--- config.mk ---
export PLATFORM = sky130hd
export DESIGN_NAME = sram_arbiter_flat
export DESIGN_NICKNAME = d
export VERILOG_FILES = /design/src/rtl/sram_arbiter_if.sv /design/src/rtl/sram_arbiter.sv /design/src/flat_wrapper.sv
export SDC_FILE = /design/constraint.sdc
export NUM_CORES = 1
export LEC_CHECK = 0
export ABC_AREA = 1
export CORE_MARGIN = 5
export CORE_UTILIZATION = 31
export CTS_BUF_LIST = sky130_fd_sc_hd__clkbuf_4 sky130_fd_sc_hd__clkbuf_8 sky130_fd_sc_hd__clkbuf_16
export CTS_CLUSTER_DIAMETER = 50
export DETAILED_ROUTE_END_ITERATION = 8
export HOLD_SLACK_MARGIN = 0.15
export PLACE_DENSITY = 0.79
export REMOVE_ABC_BUFFERS = 1
export SYNTH_ARGS = -nofsm -noshare
export SYNTH_HDL_FRONTEND = slang
export SYNTH_SLANG_ARGS = --single-unit
--- constraint.sdc ---
create_clock -name clk -period 1.4 [get_ports clk]
set_input_delay 0.21 -clock clk [delete_from_list [all_inputs] [get_ports clk]]
set_output_delay 0.21 -clock clk [all_outputs]
set_load 0.03 [all_outputs]
--- src/rtl/sram_arbiter_if.sv ---
// sram_arbiter_if: bundles the loader port, CPU port, RAM32 macro side and
// status of the SRAM arbiter. The arbiter connects through the slave modport;
// requesters, the RAM model and the testbench use the master modport.
interface sram_arbiter_if #(
  parameter int AW = 5,
  parameter int DW = 32
);
  // Loader port
  logic              ldr_req;
  logic              ldr_we;
  logic [AW-1:0]     ldr_addr;
  logic [DW-1:0]     ldr_wdata;
  logic              ldr_lock;
  logic              ldr_ack;
  logic [DW-1:0]     ldr_rdata;
  // CPU port
  logic              cpu_req;
  logic              cpu_we;
  logic [31:0]       cpu_addr;
  logic [DW-1:0]     cpu_wdata;
  logic [DW/8-1:0]   cpu_wmask;
  logic              cpu_ack;
  logic [DW-1:0]     cpu_rdata;
  // RAM macro side
  logic              ram_en;
  logic [AW-1:0]     ram_addr;
  logic [DW/8-1:0]   ram_we;
  logic [DW-1:0]     ram_wdata;
  logic [DW-1:0]     ram_rdata;
  // Status
  logic              busy;

  modport slave (
    input  ldr_req, ldr_we, ldr_addr, ldr_wdata, ldr_lock,
    output ldr_ack, ldr_rdata,
    input  cpu_req, cpu_we, cpu_addr, cpu_wdata, cpu_wmask,
    output cpu_ack, cpu_rdata,
    output ram_en, ram_addr, ram_we, ram_wdata,
    input  ram_rdata,
    output busy
  );

  modport master (
    output ldr_req, ldr_we, ldr_addr, ldr_wdata, ldr_lock,
    input  ldr_ack, ldr_rdata,
    output cpu_req, cpu_we, cpu_addr, cpu_wdata, cpu_wmask,
    input  cpu_ack, cpu_rdata,
    input  ram_en, ram_addr, ram_we, ram_wdata,
    output ram_rdata,
    input  busy
  );
endinterface

--- src/rtl/sram_arbiter.sv ---
// sram_arbiter: shares the single-port RAM32 macro between the UART loader and
// the serv core. One access at a time: grant in IDLE, one enable cycle in
// ACCESS, ack plus read data in RESP. ldr_lock keeps the CPU off the RAM.
// Optional macro SRAM_ARB_ROUND_ROBIN_EN: alternate grants on contention
// instead of fixed loader priority.
module sram_arbiter #(
  parameter int AW = 5,
  parameter int DW = 32
) (
  input  logic          clk,
  input  logic          reset,
  sram_arbiter_if.slave bus
);
  localparam int MW = DW / 8;

  localparam logic [1:0] IDLE   = 2'd0;
  localparam logic [1:0] ACCESS = 2'd1;
  localparam logic [1:0] RESP   = 2'd2;

  logic [1:0]    state_q, state_d;
  logic          owner_q, owner_d;
  logic [AW-1:0] addr_q, addr_d;
  logic [DW-1:0] wdata_q, wdata_d;
  logic [MW-1:0] wmask_q, wmask_d;

  logic          ldrElig;
  logic          cpuElig;
  logic          grantLdr;
  logic          grantCpu;
  logic [AW-1:0] cpuWordAddr;
  logic          unusedAddrBits;

  assign cpuWordAddr    = bus.cpu_addr[AW+1:2];
  assign unusedAddrBits = ^{bus.cpu_addr[31:AW+2], bus.cpu_addr[1:0]};
  assign ldrElig        = bus.ldr_req;
  assign cpuElig        = bus.cpu_req & ~bus.ldr_lock;

`ifdef SRAM_ARB_ROUND_ROBIN_EN
  logic last_grant_q, last_grant_d;

  // On contention the port not granted last time wins; remember each grant
  always_comb begin
    grantLdr     = ldrElig & (~cpuElig | last_grant_q);
    grantCpu     = cpuElig & (~ldrElig | ~last_grant_q);
    last_grant_d = last_grant_q;
    if (state_q == IDLE) begin
      if (grantLdr) begin
        last_grant_d = 1'b0;
      end else if (grantCpu) begin
        last_grant_d = 1'b1;
      end
    end
  end

  // Last-grant history register (0 = loader, 1 = CPU)
  always_ff @(posedge clk or posedge reset) begin
    if (reset) begin
      last_grant_q <= 1'b0;
    end else begin
      last_grant_q <= last_grant_d;
    end
  end
`else
  // Fixed priority: the loader always wins on contention
  always_comb begin
    grantLdr = ldrElig;
    grantCpu = cpuElig & ~ldrElig;
  end
`endif

  // Sequencer: capture the winning command in IDLE, then one ACCESS and one RESP cycle
  always_comb begin
    state_d = state_q;
    owner_d = owner_q;
    addr_d  = addr_q;
    wdata_d = wdata_q;
    wmask_d = wmask_q;
    case (state_q)
      IDLE: begin
        if (grantLdr) begin
          owner_d = 1'b0;
          addr_d  = bus.ldr_addr;
          wdata_d = bus.ldr_wdata;
          wmask_d = bus.ldr_we ? {MW{1'b1}} : {MW{1'b0}};
          state_d = ACCESS;
        end else if (grantCpu) begin
          owner_d = 1'b1;
          addr_d  = cpuWordAddr;
          wdata_d = bus.cpu_wdata;
          wmask_d = bus.cpu_we ? bus.cpu_wmask : {MW{1'b0}};
          state_d = ACCESS;
        end
      end
      ACCESS:  state_d = RESP;
      RESP:    state_d = IDLE;
      default: state_d = IDLE;
    endcase
  end

  // State and registered command; reset aborts any transaction in flight
  always_ff @(posedge clk or posedge reset) begin
    if (reset) begin
      state_q <= IDLE;
      owner_q <= 1'b0;
      addr_q  <= '0;
      wdata_q <= '0;
      wmask_q <= '0;
    end else begin
      state_q <= state_d;
      owner_q <= owner_d;
      addr_q  <= addr_d;
      wdata_q <= wdata_d;
      wmask_q <= wmask_d;
    end
  end

  // Outputs decode straight from state so reset drops enable and acks at once
  always_comb begin
    bus.ram_en    = (state_q == ACCESS);
    bus.ram_addr  = addr_q;
    bus.ram_wdata = wdata_q;
    bus.ram_we    = (state_q == ACCESS) ? wmask_q : {MW{1'b0}};
    bus.ldr_ack   = (state_q == RESP) & ~owner_q;
    bus.cpu_ack   = (state_q == RESP) & owner_q;
    bus.ldr_rdata = bus.ldr_ack ? bus.ram_rdata : {DW{1'b0}};
    bus.cpu_rdata = bus.cpu_ack ? bus.ram_rdata : {DW{1'b0}};
    bus.busy      = (state_q != IDLE);
  end
endmodule
--- src/flat_wrapper.sv ---
// flat-port wrapper written by rule: the top's interface ports become plain ports
module sram_arbiter_flat 
#(
  parameter int AW = 5,
  parameter int DW = 32
)
  (clk, reset, bus_ldr_req, bus_ldr_we, bus_ldr_addr, bus_ldr_wdata, bus_ldr_lock, bus_ldr_ack, bus_ldr_rdata, bus_cpu_req, bus_cpu_we, bus_cpu_addr, bus_cpu_wdata, bus_cpu_wmask, bus_cpu_ack, bus_cpu_rdata, bus_ram_en, bus_ram_addr, bus_ram_we, bus_ram_wdata, bus_ram_rdata, bus_busy);
  sram_arbiter_if #(.AW(AW), .DW(DW)) bus_i ();
  input  logic clk;
  input  logic reset;
  input wire logic [$bits(bus_i.ldr_req)-1:0] bus_ldr_req;
  input wire logic [$bits(bus_i.ldr_we)-1:0] bus_ldr_we;
  input wire logic [$bits(bus_i.ldr_addr)-1:0] bus_ldr_addr;
  input wire logic [$bits(bus_i.ldr_wdata)-1:0] bus_ldr_wdata;
  input wire logic [$bits(bus_i.ldr_lock)-1:0] bus_ldr_lock;
  output wire logic [$bits(bus_i.ldr_ack)-1:0] bus_ldr_ack;
  output wire logic [$bits(bus_i.ldr_rdata)-1:0] bus_ldr_rdata;
  input wire logic [$bits(bus_i.cpu_req)-1:0] bus_cpu_req;
  input wire logic [$bits(bus_i.cpu_we)-1:0] bus_cpu_we;
  input wire logic [$bits(bus_i.cpu_addr)-1:0] bus_cpu_addr;
  input wire logic [$bits(bus_i.cpu_wdata)-1:0] bus_cpu_wdata;
  input wire logic [$bits(bus_i.cpu_wmask)-1:0] bus_cpu_wmask;
  output wire logic [$bits(bus_i.cpu_ack)-1:0] bus_cpu_ack;
  output wire logic [$bits(bus_i.cpu_rdata)-1:0] bus_cpu_rdata;
  output wire logic [$bits(bus_i.ram_en)-1:0] bus_ram_en;
  output wire logic [$bits(bus_i.ram_addr)-1:0] bus_ram_addr;
  output wire logic [$bits(bus_i.ram_we)-1:0] bus_ram_we;
  output wire logic [$bits(bus_i.ram_wdata)-1:0] bus_ram_wdata;
  input wire logic [$bits(bus_i.ram_rdata)-1:0] bus_ram_rdata;
  output wire logic [$bits(bus_i.busy)-1:0] bus_busy;
  assign bus_i.ldr_req = bus_ldr_req;
  assign bus_i.ldr_we = bus_ldr_we;
  assign bus_i.ldr_addr = bus_ldr_addr;
  assign bus_i.ldr_wdata = bus_ldr_wdata;
  assign bus_i.ldr_lock = bus_ldr_lock;
  assign bus_ldr_ack = bus_i.ldr_ack;
  assign bus_ldr_rdata = bus_i.ldr_rdata;
  assign bus_i.cpu_req = bus_cpu_req;
  assign bus_i.cpu_we = bus_cpu_we;
  assign bus_i.cpu_addr = bus_cpu_addr;
  assign bus_i.cpu_wdata = bus_cpu_wdata;
  assign bus_i.cpu_wmask = bus_cpu_wmask;
  assign bus_cpu_ack = bus_i.cpu_ack;
  assign bus_cpu_rdata = bus_i.cpu_rdata;
  assign bus_ram_en = bus_i.ram_en;
  assign bus_ram_addr = bus_i.ram_addr;
  assign bus_ram_we = bus_i.ram_we;
  assign bus_ram_wdata = bus_i.ram_wdata;
  assign bus_i.ram_rdata = bus_ram_rdata;
  assign bus_busy = bus_i.busy;
  sram_arbiter #(.AW(AW), .DW(DW)) u_core (.clk(clk), .reset(reset), .bus(bus_i));
endmodule
==> run_results.csv, run 1 <==
group,metric,value,unit
synthesis,synth_simple_gate_area_share,47.9,%
run,drv_cap,0,
timing,tns,-11.91,ns
setup_path,cp-start-kind,"register",
global_route,grt_pass1_vias,3260,
final_layout,multiInputGateArea,1510,sq um
timing,final_hold_viol_count,0,
global_route,grt_max_degree,45,
cts,cts.sinks,44,
setup_path,path_cells,"inv_2 -> nand3_4 -> buf_16 -> nor2_1 -> buf_4",
timing,post-route-period-util,114,%
floorplanning,die_area,10600,sq um
global_route,grt_pass1_wl,16.0,mm
cts,numCtsBuffers,5,
setup_path,rrSetupSlack,-0.06,ns
floorplanning,rows,34,
pwr,seqPwrFrac,23.4,%
floorplanning,initial_core_util,31.3,%
pwr,power.switching,4.74,mW
place,placedCellCount,766,
routing,drt_iter0_markers,98,
timing,layout_setup_ws,-0.196,ns
setup_path,r2r_start,"u_core.state_q[0]",
setup_path,required,1.19,ns
global_route,grtUsageTotal,19.4,%
place,port-buffer-count,225,
final_layout,mostFrequentLayoutCells,"nand2_1 (173), clkdlybuf4s50_1 (116), buf_4 (61), nand3_1 (46), nor2_1 (44)",
floorplanning,ioPinCount,253,
pwr,p_leak,3.05,nW
timing,fmax,627,MHz
cts,cts-root-buf,"clkbuf_8",
setup_path,arrival,1.39,ns
final_layout,design_area,5590,sq um
cts,htree_levels,2,
outcome,violations,"setup timing",
final_layout,drive_above_1_share,26.5,%
final_layout,fin_util,65.3,%
synthesis,syn_area,2680,sq um
routing,wl_per_cell,14.8,um
synthesis,synth_top_family_by_area,"simple AND/OR/NAND/NOR gates",
hold_path,worstHoldPathType,"in2async",
synthesis,yosysWarningCount,0,
pwr,swShare,48.9,%
routing,viasPerCell,4.51,
pwr,intPower,4.95,mW
final_layout,final_common_cell,"nand2_1",
timing,layout_min_cycle_time,1.60,ns
routing,wl,11.6,mm
setup_path,end_kind,"primary output",
synthesis,muxShareOfSynthArea,0,%
global_route,antenna_found_initial,2,
pwr,power_density,1740,nW/um^2
setup_path,worst-r2r-cell-count,8,
outcome,status,"complete, but fails checks",
setup_path,cpPeakStageDelay,0.40,ns
setup_path,crit_start,"u_core.state_q[0]",
synthesis,syn-mean-instance-area,6.11,sq um
synthesis,synth_xor_area_share,0,%
routing,route.detailed.drc,0,
place,hpwl,9.04,mm
setup_path,cp_slowest_cell,"dfrtp_1",
timing,finClkSkew,0.0109,ns
pwr,p_comb_share,67.9,%
synthesis,synthAdderAreaFrac,0,%
floorplanning,core_area,8550,sq um
routing,drt_first_pass_iters,4,
setup_path,crit_end,"bus_cpu_rdata[5]",
global_route,grt-ovfl-total,0,
setup_path,worst-path-max-fanout,16,
final_layout,seq_area,1100,sq um
place,dpl_cell_area,5000,sq um
floorplanning,die_x,103,um
floorplanning,die_h,103,um
setup_path,critPathKind,"reg2out",
synthesis,ys_ff_latch,44,
setup_path,timing.rr.end,"u_core.bus.ram_wdata[4]",
timing,drv_slew,0,
synthesis,synthDistinctLibCells,11,
routing,vias,3557,
final_layout,stdcell_count,788,
synthesis,yosysSeqAreaShare,41.1,%
final_layout,nets,819,
pwr,power,9.69,mW
pwr,clock_power_share,8.7,%
final_layout,n_fill_cell,724,
timing,finalSetupViolCount,111,
synthesis,synth_cells,438,
timing,rsz0062_at_grt,"yes",
timing,slew_headroom,76.8,%
final_layout,syn2layout_area_growth,109,%
pwr,peakVddDrop,0.000905,V
routing,ant_nets,0,
cts,cts_buffer_depth,2,
cts,path_clk_slew,0.09,ns
place,gp_congestion,0.816,
synthesis,synth_compound_area_share,0,%
timing,worst_slew_pin_slew,0.349,ns
cts,cts_tree,"done",
cts,clock_latency,0.30,ns
==> cell type report <==
| type | count | area share [%] |
|---|---|---|
| Clock inverter | 1 | 0.134 |
| Clock buffer | 7 | 1.61 |
| Timing Repair Buffer | 256 | 45.8 |
| Antenna cell | 4 | 0.179 |
| Sequential cell | 44 | 19.7 |
| Inverter | 46 | 3.14 |
| Tap cell | 108 | 2.42 |
| Multi-Input combinational cell | 322 | 26.9 |
==> critical path: cells and delay by family, from the launching register on <==
family	cells	cell delay, ns
flops	1	0.40
simple gates	2	0.23
buf+inv	3	0.47
==> kinds of logic after synthesis <==
| logic type | after synthesis |
|---|---|
| buffers and inverters | 72 |
| flip-flops | 44 |
| AND/OR/NAND/NOR | 322 |
==> layer usage <==
metal,GRT usage (%),up-vias,wire (um)
li1,-,1781,-
met1,19.1,1606,3640
met2,37.6,159,6520
met3,6.22,11,1280
met4,7.07,0,185
met5,0,-,0
==> registers in the layout, indices dropped and copies added, names as in the netlist <==
register / flops
u_core.bus.ram_wdata: 32
u_core.bus.ram_addr: 5
u_core.wmask_q: 4
u_core.state_q: 2
u_core.owner_q: 1
==> power by group through the flow <==
stage                     Sequential [mW]  Combinational [mW]  Clock [mW]
after floorplan                      3.18                2.06           0
after global placement               2.20                5.81           0
after detailed placement             2.23                5.87           0
after CTS                            2.19                5.83       0.877
after global routing                 2.34                7.03       0.923
final                                2.27                6.58       0.844
==> stage by stage <==
stage	hold slack (ns)	setup slack, ns
global route	0.273	-0.281
global placement	0.453	-0.0260
floorplan	0.440	-0.521
detailed placement	0.458	-0.0390
finish	0.259	-0.196
CTS	0.259	-0.181
==> repair_timing <==
item | in CTS | in global routing
setup buffers | 4 | 1
gates cloned | 1 | 4
hold buffers | 0 | 0
resized for setup | 71 | 85
pin swaps | 0 | 5
setup endpoints to repair | 107 | 111
==> worst min-delay path by stage <==
stage          slack (ns)  cells past startpoint                startpoint                  endpoint
2_1_floorplan        0.44                      4           bus_cpu_addr[2]    u_core.bus.ram_addr[0]
3_3_place_gp         0.45                      2  u_core.bus.ram_wdata[17]  u_core.bus.ram_wdata[17]
3_5_place_dp         0.46                      2    u_core.bus.ram_addr[1]    u_core.bus.ram_addr[1]
4_1_cts              0.26                      3                     reset   u_core.bus.ram_wdata[1]
5_1_grt              0.27                      3                     reset  u_core.bus.ram_wdata[21]
6_report             0.26                      3                     reset    u_core.bus.ram_addr[1]
==> synth_stat cells, drive strengths merged <==
| master | number | share of area (%) |
|---|---|---|
| clkbuf | 4 | 0.56 |
| nand3 | 48 | 9.0 |
| dfrtp | 44 | 41 |
| buf | 22 | 4.0 |
| nor2 | 71 | 10 |
| nand2 | 203 | 29 |
| inv | 46 | 6.4 |
Note: power is estimated with default switching activity, not from simulation.
==> run 2, diff against run 1 <==
--- a/config.mk
+++ b/config.mk
@@ -6,13 +6,14 @@
 export NUM_CORES = 1
 export LEC_CHECK = 0
 export ABC_AREA = 1
-export CORE_MARGIN = 5
-export CORE_UTILIZATION = 31
+export CORE_AREA = 5 5 94 96
 export CTS_BUF_LIST = sky130_fd_sc_hd__clkbuf_4 sky130_fd_sc_hd__clkbuf_8 sky130_fd_sc_hd__clkbuf_16
 export CTS_CLUSTER_DIAMETER = 50
 export DETAILED_ROUTE_END_ITERATION = 8
+export DIE_AREA = 0 0 99 101
+export DONT_BUFFER_PORTS = 1
 export HOLD_SLACK_MARGIN = 0.15
-export PLACE_DENSITY = 0.79
+export PLACE_DENSITY = 0.45
 export REMOVE_ABC_BUFFERS = 1
 export SYNTH_ARGS = -nofsm -noshare
 export SYNTH_HDL_FRONTEND = slang
==> run_results.csv, run 2 (synthesis results as in run 1) <==
group,metric,value,unit
outcome,status,"complete, but fails checks",
outcome,violations,"setup timing",
routing,wl,9.68,mm
routing,wl_met1,3.40,mm
routing,top_layer_used,"met4",
hold_path,min_from,"bus_ldr_req",
timing,drv_slew,0,
routing,viasPerCell,4.67,
routing,wl_met2,5.17,mm
timing,worst_slew_pin_slew,0.380,ns
pwr,p_leak,2.30,nW
timing,layout_setup_ws,-0.210,ns
setup_path,rrSetupSlack,0.07,ns
cts,cts_buffer_depth,2,
floorplanning,die_area,10000,sq um
timing,finClkSkew,0.00577,ns
setup_path,arrival,1.40,ns
hold_path,holdPathStages,4,
cts,cts_tree,"done",
routing,met3_length,938,um
floorplanning,die_x,99,um
place,port-buffer-count,0,
floorplanning,ioPinCount,253,
setup_path,end_kind,"primary output",
routing,vias,2959,
final_layout,nets,672,
setup_path,cp_slowest_cell,"dfrtp_1",
floorplanning,rows,33,
routing,wl_per_cell,15.3,um
global_route,grt_pass1_wl,14.7,mm
place,gp_congestion,0.807,
floorplanning,core_area,7970,sq um
setup_path,cpPeakStageDelay,0.43,ns
timing,slew_headroom,74.6,%
final_layout,n_fill_cell,787,
run,drv_cap,0,
global_route,grtUsageTotal,18.4,%
routing,drt_first_pass_iters,4,
setup_path,cpLargestDelayFamily,"buffers and inverters",
setup_path,r2r_start,"u_core.state_q[1]",
setup_path,cp-start-kind,"register",
cts,cts.sinks,44,
cts,cts-root-buf,"clkbuf_8",
pwr,peakVddDrop,0.000888,V
global_route,grt_pass1_vias,2809,
setup_path,critPathKind,"reg2out",
routing,route.detailed.drc,0,
final_layout,largest_reg_flops,32,
final_layout,seq_area,1100,sq um
setup_path,required,1.19,ns
cts,htree_levels,2,
pwr,power_density,1960,nW/um^2
cts,clock_latency,0.29,ns
timing,finalSetupViolCount,71,
final_layout,syn2layout_area_growth,46.6,%
setup_path,timing.rr.end,"u_core.bus.ram_wdata[5]",
global_route,grt-ovfl-total,0,
setup_path,path_cells,"inv_1 -> nand3_2 -> buf_12 -> nor2_1 -> buf_4",
setup_path,worst-path-max-fanout,33,
timing,fmax,621,MHz
hold_path,worstHoldEndpoint,"u_core.bus.ram_wdata[25]",
place,dpl_cell_area,3360,sq um
place,hpwl,7.10,mm
timing,final_hold_viol_count,0,
final_layout,mostFrequentLayoutCells,"nand2_1 (201), buf_4 (49), nand3_1 (46), dfrtp_1 (43), inv_1 (41)",
final_layout,final_common_cell,"nand2_1",
cts,path_clk_slew,0.08,ns
place,place_ws,0.0990,ns
timing,rsz0062_at_grt,"yes",
global_route,grt_max_degree,34,
setup_path,crit_buf_inv,3,
timing,post-route-period-util,115,%
setup_path,worst-r2r-cell-count,6,
routing,drt_iter0_markers,77,
final_layout,design_area,3930,sq um
final_layout,antenna_cells,0,
floorplanning,initial_core_util,33.6,%
pwr,power,7.69,mW
timing,tns,-10.31,ns
hold_path,worstHoldPathType,"in2reg",
global_route,antenna_found_initial,0,
final_layout,drive_above_1_share,25.8,%
cts,numCtsBuffers,5,
final_layout,multiInputGateArea,1380,sq um
floorplanning,die_h,101,um
timing,layout_min_cycle_time,1.61,ns
routing,ant_nets,0,
==> run 2: power breakdown <==
group	total, mW	internal [mW]	switching, mW	leakage [nW]
Combinational	3.58	1.34	2.24	1.71
Sequential	3.35	1.85	1.50	0.549
Clock	0.758	0.338	0.420	0.0400
Total	7.69	3.53	4.16	2.30
==> run 2: layout make-up <==
type | count | share of cell area (%)
Clock buffer | 5 | 1.75
Clock inverter | 2 | 0.319
Inverter | 46 | 4.40
Multi-Input combinational cell | 322 | 35.1
Sequential cell | 44 | 28.1
Tap cell | 105 | 3.35
Timing Repair Buffer | 109 | 27.0
==> run 2: how the worst max path moves through the flow <==
stage / endpoint / cells after the start / from
3_3_place_gp: bus_cpu_rdata[2] / 5 / u_core.state_q[0]
5_1_grt: bus_cpu_rdata[10] / 5 / u_core.state_q[0]
2_1_floorplan: bus_cpu_rdata[0] / 3 / u_core.state_q[0]
3_5_place_dp: bus_cpu_rdata[14] / 5 / u_core.state_q[0]
6_report: bus_ldr_rdata[28] / 5 / u_core.owner_q
4_1_cts: bus_cpu_rdata[13] / 5 / u_core.state_q[0]
==> run 2: per-stage QoR <==
| stage | cells | utilization [%] | hold slack, ns |
|---|---|---|---|
| floorplan | 412 | - | 0.440 |
| global placement | 602 | 42.2 | 0.110 |
| detailed placement | 602 | 42.2 | 0.0970 |
| CTS | 633 | 47.8 | 0.150 |
| global route | 633 | 49.3 | 0.152 |
| finish | 633 | 49.3 | 0.158 |
==> run 2: repair_timing <==
item / in CTS / in global routing
resized for setup: 36 / 38
endpoints found under the setup margin: 71 / 73
gates cloned: 1 / 0
endpoints found under the hold margin: 57 / 0
setup buffers: 1 / 1
pin swaps: 1 / 1
hold buffers: 22 / 0
==> run 2: per-layer routing <==
metal  GRT usage [%]  vias to the layer above
li1                -                     1470
met1            19.0                     1338
met2            35.2                      139
met3            6.02                       12
met4            5.15                        0
met5               0                        -
==> run 2: worst min-delay path: cells and delay by family <==
family | cells | cell delay [ns]
and+or+nand+nor | 4 | 0.21
